## config.mk

```make
export PLATFORM = sky130hd
export DESIGN_NAME = multiword_add_seq
export DESIGN_NICKNAME = d
export VERILOG_FILES = /design/src/rtl/multiword_add_seq.sv
export SDC_FILE = /design/constraint.sdc
export NUM_CORES = 1
export LEC_CHECK = 0
export ABC_AREA = 1
export CAP_MARGIN = 15
export CORE_AREA = 5 5 163 165
export CTS_BUF_LIST = sky130_fd_sc_hd__clkbuf_8
export CTS_CLUSTER_SIZE = 14
export DETAILED_ROUTE_END_ITERATION = 7
export DIE_AREA = 0 0 168 170
export GPL_TIMING_DRIVEN = 0
export PLACE_DENSITY = 0.68
export SYNTH_ARGS = -nofsm -noshare
export SYNTH_HDL_FRONTEND = slang
export SYNTH_SLANG_ARGS = --single-unit
```

## constraint.sdc

```tcl
create_clock -name clk -period 2.2 [get_ports clk]
set_input_delay 0.44 -clock clk [delete_from_list [all_inputs] [get_ports clk]]
set_output_delay 0.44 -clock clk [all_outputs]
set_load 0.01 [all_outputs]
```

## src/rtl/multiword_add_seq.sv

```systemverilog
// Multi-word add/subtract sequencer: streams WORDS W-bit slices, LSW first, through one
// external combinational adder and assembles the N-bit result, carry-out and overflow.
module multiword_add_seq #(
    parameter int W     = 16,
    parameter int WORDS = 4
) (
    input  logic                 clk,
    input  logic                 rst_n,
    input  logic                 start_valid,
    output logic                 start_ready,
    input  logic [W*WORDS-1:0]   op_a,
    input  logic [W*WORDS-1:0]   op_b,
    input  logic                 cin,
    input  logic                 sub,
    output logic                 res_valid,
    input  logic                 res_ready,
    output logic [W*WORDS-1:0]   result,
    output logic                 cout,
    output logic                 ovf,
    output logic [W-1:0]         add_a,
    output logic [W-1:0]         add_b,
    output logic                 add_c0,
    input  logic [W-1:0]         add_f,
    input  logic                 add_c
);

    localparam int N  = W * WORDS;
    localparam int CW = (WORDS > 1) ? $clog2(WORDS) : 1;
    localparam logic [CW-1:0] LAST = CW'(WORDS - 1);

    typedef enum logic [1:0] {
        S_IDLE = 2'd0,
        S_RUN  = 2'd1,
        S_DONE = 2'd2
    } state_t;

    state_t          state_q, state_d;
    logic [N-1:0]    a_q, a_d;
    logic [N-1:0]    b_q, b_d;
    logic [N-1:0]    result_q, result_d;
    logic [CW-1:0]   cnt_q, cnt_d;
    logic            carry_q, carry_d;
    logic            cout_q, cout_d;
    logic            ovf_q, ovf_d;

    // Handshakes: a transfer happens on a rising edge where valid and ready are both high;
    // start_ready is high only in IDLE, res_valid only in DONE, so they never overlap.
    always_comb begin
        state_d  = state_q;
        a_d      = a_q;
        b_d      = b_q;
        result_d = result_q;
        cnt_d    = cnt_q;
        carry_d  = carry_q;
        cout_d   = cout_q;
        ovf_d    = ovf_q;
        case (state_q)
            S_IDLE: begin
                if (start_valid) begin
                    a_d     = op_a;
                    b_d     = op_b ^ {N{sub}};
                    carry_d = sub | cin;
                    cnt_d   = '0;
                    state_d = S_RUN;
                end
            end
            S_RUN: begin
                result_d[int'(cnt_q)*W +: W] = add_f;
                carry_d = add_c;
                a_d     = a_q >> W;
                b_d     = b_q >> W;
                cnt_d   = cnt_q + 1'b1;
                if (cnt_q == LAST) begin
                    // Overflow uses the sign bits of the MSW slice actually fed to the adder.
                    cout_d  = add_c;
                    ovf_d   = (add_a[W-1] == add_b[W-1]) & (add_f[W-1] != add_a[W-1]);
                    cnt_d   = '0;
                    state_d = S_DONE;
                end
            end
            S_DONE: begin
                if (res_ready) begin
                    state_d = S_IDLE;
                end
            end
            default: state_d = S_IDLE;
        endcase
    end

    always_ff @(posedge clk or negedge rst_n) begin
        if (!rst_n) begin
            state_q  <= S_IDLE;
            a_q      <= '0;
            b_q      <= '0;
            result_q <= '0;
            cnt_q    <= '0;
            carry_q  <= 1'b0;
            cout_q   <= 1'b0;
            ovf_q    <= 1'b0;
        end else begin
            state_q  <= state_d;
            a_q      <= a_d;
            b_q      <= b_d;
            result_q <= result_d;
            cnt_q    <= cnt_d;
            carry_q  <= carry_d;
            cout_q   <= cout_d;
            ovf_q    <= ovf_d;
        end
    end

    assign start_ready = (state_q == S_IDLE);
    assign res_valid   = (state_q == S_DONE);
    assign result      = result_q;
    assign cout        = cout_q;
    assign ovf         = ovf_q;
    assign add_a       = (state_q == S_RUN) ? a_q[W-1:0] : '0;
    assign add_b       = (state_q == S_RUN) ? b_q[W-1:0] : '0;
    assign add_c0      = (state_q == S_RUN) ? carry_q : 1'b0;

endmodule

```

Word level (Yosys, flattened, before mapping). Cells that the tools add are included.

Reduce and logical (&&, ||, !) cells: 5. Muxes and demuxes: 17. $add $sub $neg: 2. Bitwise logic cells: 3. Shifts and indexed selects: 2. Equality and inequality tests: 8.

Operator list (number): 64-bit one-hot mux with 2 select lines (2); 64-bit 2-to-1 mux (2); 64-bit bitwise mux (1); 16-bit by 33-bit variable shift with 64-bit output, first input constant (1); 16-bit by 33-bit variable part select with 64-bit output (1); 64-bit XOR (1); 6-bit negation with 33-bit output (1); 16-bit 2-to-1 mux (2); 2-bit 2-to-1 mux (5); 2-bit one-hot mux with 3 select lines (1); 2-bit equality test, second input constant (2); 2-bit inequality test, second input constant (2); 2-bit one-hot mux with 2 select lines (1); 2-bit AND reduction (2); 3-bit AND reduction (1); 2-bit by 1-bit adder with 2-bit output, second input constant (1); 2-bit by 1-bit equality test with 1-bit output, second input constant (1); 2-bit zero test (1); 1-bit 2-to-1 mux (2); 2-bit by 1-bit inequality test with 1-bit output, second input constant (1); 1-bit one-hot mux with 2 select lines (1); 2-bit nonzero test (1); 1-bit bitwise AND (1); 1-bit equality test (1); 2 further kinds (2).

Word-level logic and storage cells: 45. Output and inout bits: 101. Flip-flop bits (word level): 199.

Logic depth before layout (Yosys ltp).
Depth after elaboration: 4. Gate-level depth with buffers: 9.

Worst setup path before layout. No wires, ideal clock.

Path type: flip-flop to flip-flop. Start: reg cnt_q[0]. End: reg result_q[22] (netlist: result[22]). Data arrival time: 2031 ps. Setup time: 66 ps. Cell stages (with the launch flop): 10. Data required time: 2134 ps. Path slack: 104 ps. Cells stage by stage: dfrtp_1 -> buf_2 -> clkinv_1 -> buf_1 -> ha_1 -> inv_1 -> nor2_1 -> buf_2 -> nand3_1 -> nand2_1.

Cells in the longest elaborated chain, start to end: 3. Elaborated cells on any way between the ends: 4.

Ends and longest elaborated chain: start: declaration (line 41) `logic [CW-1:0] cnt_q, cnt_d;`; start signal: assignment (line 105) `cnt_q <= cnt_d;`; 6-bit negation with 33-bit output * (line 68) `result_d[int'(cnt_q)*W +: W] = add_f;`; 16-bit by 33-bit variable part select with 64-bit output or 16-bit by 33-bit variable shift with 64-bit output (tied branches) (line 68); 64-bit bitwise mux * (line 68); end signal: assignment (line 104) `result_q <= result_d;`; end: declaration (line 40) `logic [N-1:0] result_q, result_d;`.

Mark *: on every way between the ends. The rest lies on a longest branch, timed or not. A chain may end at the register's enable or synchronous reset.

Final worst setup path.
Start: reg state_q[1]. End: out add_a[9].

Cells in the longest elaborated chain, start to end: 2.

Ends and longest elaborated chain: start: declaration (line 37) `state_t state_q, state_d;`; start signal: assignment (line 101) `state_q <= state_d;`; 2-bit by 1-bit equality test with 1-bit output (line 117) `assign add_a = (state_q == S_RUN) ? a_q[W-1:0] : '0;`; 16-bit 2-to-1 mux (line 117); end: declaration (line 20) `output logic [W-1:0] add_a,`.

Every way passes these cells.

==> reports/qor.txt <==
Largest net degree at the start of global routing -> 109
First-pass GRT wire length -> 47700 microns
RSZ-0062 raised after global routing -> true
Post-synth net total -> 1308
Final WL -> 30300 microns
Routed wire length per instance -> 17.1 microns
Ports -> 252
Number of I/O port buffers -> 250
Root Buffer -> clkbuf_8
Worst hold margin -> 371 ps
Asr flop ratio synth -> 100%
Post-DRT Antenna Nets -> 0
Max H-tree Level -> 4
Post-synth EDFFs -> 0
Top cells by area, synth -> dfrtp_1 (52%), nand2_1 (14%), nand3_1 (14%)
Drc violations -> 0
CTS clk-pin slew, worst paths -> 110 ps
CP max stage delay -> 440 ps
Max Freq -> 474 MHz
Pwr dens -> 1250 nW/um^2
Setup violations, final -> 0
Synth-to-Final Area Change -> 36.6%
Worst Path Buf+Inv -> 3
Worst-margin pin slew -> 693 ps
Commonest cells in the netlist -> nand2_1 (348), nand3_1 (260), dfrtp_1 (199)
Drt first pass iters -> 5
DP HPWL -> 23100 microns
Routability cong. -> 0.883
Count of different cell masters after synthesis -> 25
Comb pwr share -> 48.4%
Number of buffers created by CTS -> 17
Largest area contributor in the netlist -> dfrtp_1
Crit Path Category -> reg -> out
Die footprint -> 28600 sq um
Clock latency at the later pin of the worst-skew pair -> 480 ps
Vias in the first global route -> 8740
Nets -> 1585
Clock buffer depth -> 2
Max-slew headroom -> 53.8%
Leak -> 0.00618 uW
Sequential share of the synthesized area -> 52.3%
Synth top area share -> 52.3%
Synth Instances -> 1152
Global route overflow -> 0
Data required, critical path -> 1760 ps
Max-slew violations -> 0
Clock Skew -> 19.1 ps
Dominant synthesized flop cell -> dfrtp_1
TritonCTS clock tree -> done
Sw power -> 6960 uW
Most frequent cell after synthesis -> nand2_1
Sw frac -> 42.7%
Crit end category -> output port
Share of the clock period used by the worst path -> 95.9%
Core Box Area -> 24900 sq um
Initial DRC Count -> 554
DR vias -> 8619
Clk pwr share -> 15.2%
Final count of hold timing violations -> 0
Chip width -> 168 microns
Syn Area/Cell -> 8.27 sq um
Worst setup margin -> 89.6 ps
Maximum VDD drop -> 0.671 mV
Synthesis Warnings -> 0
Initial cell density of the core -> 38.3%
Slowest library cell on the worst path -> dfrtp_2
Top Family by Delay on Critical Path -> buffers and inverters
Pre-CTS setup slack -> -464 ps
CP Launch Type -> register
Reg power frac -> 36.4%
R2R Setup Slk -> 240 ps
Internal power -> 9350 uW
CP Max Fanout -> 10
Num rows -> 58
Height of the die -> 170 microns
Drt via density -> 4.85
WP data arrival -> 1670 ps
#FFs+latches synth -> 199
Hold/Removal Path Class -> in -> reg
Fraction of layout cells with a size suffix above 1 -> 9.78%
Cell Area, Synth -> 9530 sq um
Max-Cap Viols -> 0
Min cycle time layout -> 2110 ps
Total track usage -> 21.0%
Worst path cell trace -> inv_4 -> nand2_8 -> buf_4 -> nor2_1 -> clkdlybuf4s15_2
Initial antenna violation count -> 4
Sink Count -> 199
Outcome -> finished, final reports clean
==> kinds of logic (layout without fill, tap and decap cells) <==
logic type	after synthesis	count (layout)	synth area share [%]
adder cells (fa/ha/maj)	5	5	0.657
AND/OR/NAND/NOR	659	659	29.8
other	0	4	0
XOR/XNOR	64	64	5.88
buffers and inverters	140	430	6.91
AO/OA/AOI/OAI	85	85	4.50
flip-flops	199	199	52.3
==> sequential cells by signal, indices dropped and copies added (netlist names) <==
register and count:
carry_q 1, cout 1, result 64, a_q 64, cnt_q 2, state_q 2
b_q 64, ovf 1
==> cells in the final DEF, fill, tap and decap left out, types with 6 or more instances in the layout <==
master / Yosys / routed
clkdlybuf4s15_1: 0 / 13
dlygate4sd2_1: 0 / 11
clkbuf_1: 14 / 13
xor2_1: 48 / 48
buf_4: 12 / 24
o21ai_0: 70 / 70
xnor2_1: 16 / 16
o21ai_1: 13 / 13
nand2_1: 348 / 348
nor2_4: 2 / 6
buf_2: 51 / 43
clkbuf_8: 0 / 17
inv_1: 54 / 54
nor2_1: 42 / 36
nand3_1: 260 / 259
clkbuf_2: 1 / 8
clkdlybuf4s50_1: 0 / 214
dfrtp_1: 199 / 198
==> repair_timing <==
action,CTS,global route
pin swaps,1,1
hold endpoints to repair,76,0
setup endpoints to repair,98,65
hold buffers,1,0
setup buffers,3,4
resized for setup,65,38
==> per-stage QoR <==
| stage | TNS (ps) | total power (uW) | utilization (%) | instance area [sq um] | cells |
|---|---|---|---|---|---|
| 2_1_floorplan | 0 | 10200 | - | 9530 | 1152 |
| 3_3_place_gp | -1562140 | 13600 | 50.0 | 12400 | 1732 |
| 3_5_place_dp | -19740 | 13700 | 50.1 | 12500 | 1733 |
| 4_1_cts | -254 | 16200 | 52.0 | 12900 | 1768 |
| 5_1_grt | -0.690 | 17600 | 52.3 | 13000 | 1776 |
| 6_report | 0 | 16300 | 52.3 | 13000 | 1776 |
==> final cells by class <==
class / count / area (sq um)
buffer: 81 / 464
sequential: 199 / 4980
multi-input combinational: 813 / 3950
clock buffer: 17 / 234
tap: 330 / 413
inverter: 58 / 223
clock inverter: 15 / 181
timing repair buffer: 259 / 2550
fill: 2370 / 11900
antenna: 4 / 10.0
==> worst reg2reg max path, delay by kind of cell (launching register included) <==
kind | cells | cell delay [ps]
buffers and inverters | 5 | 830
flip-flops | 1 | 400
AND/OR/NAND/NOR | 3 | 370
adder cells (fa/ha/maj) | 1 | 300
==> power groups by stage <==
stage	clock [uW]	sequential (uW)	combinational [uW]
after floorplan	0	6020	4190
after global placement	0	5980	7630
after detailed placement	0	6000	7730
after CTS	2510	5940	7760
after global routing	2650	6140	8780
final	2480	5940	7890
==> routing by layer <==
metal  track usage [%]  wire length [microns]  vias to the layer above
met4              7.13                    836                        0
met3              4.39                   1680                       47
li1                  -                      -                     4270
met2              34.2                  14400                      258
met5                 0                      0                        -
met1              28.2                  13400                     4044
==> path summary, 6_finish.rpt <==
check,from,to,depth (start not counted)
worst max-delay path,state_q[1],add_a[9],5
worst min-delay path,sub,b_q[3],4
worst max register to register,cnt_q[0],result[27],9
worst min register to register,result[58],result[58],2
max in group asynchronous,rst_n,b_q[62],3
min in group asynchronous,rst_n,result[43],2
No activity file was read; power rests on OpenSTA's default activity.
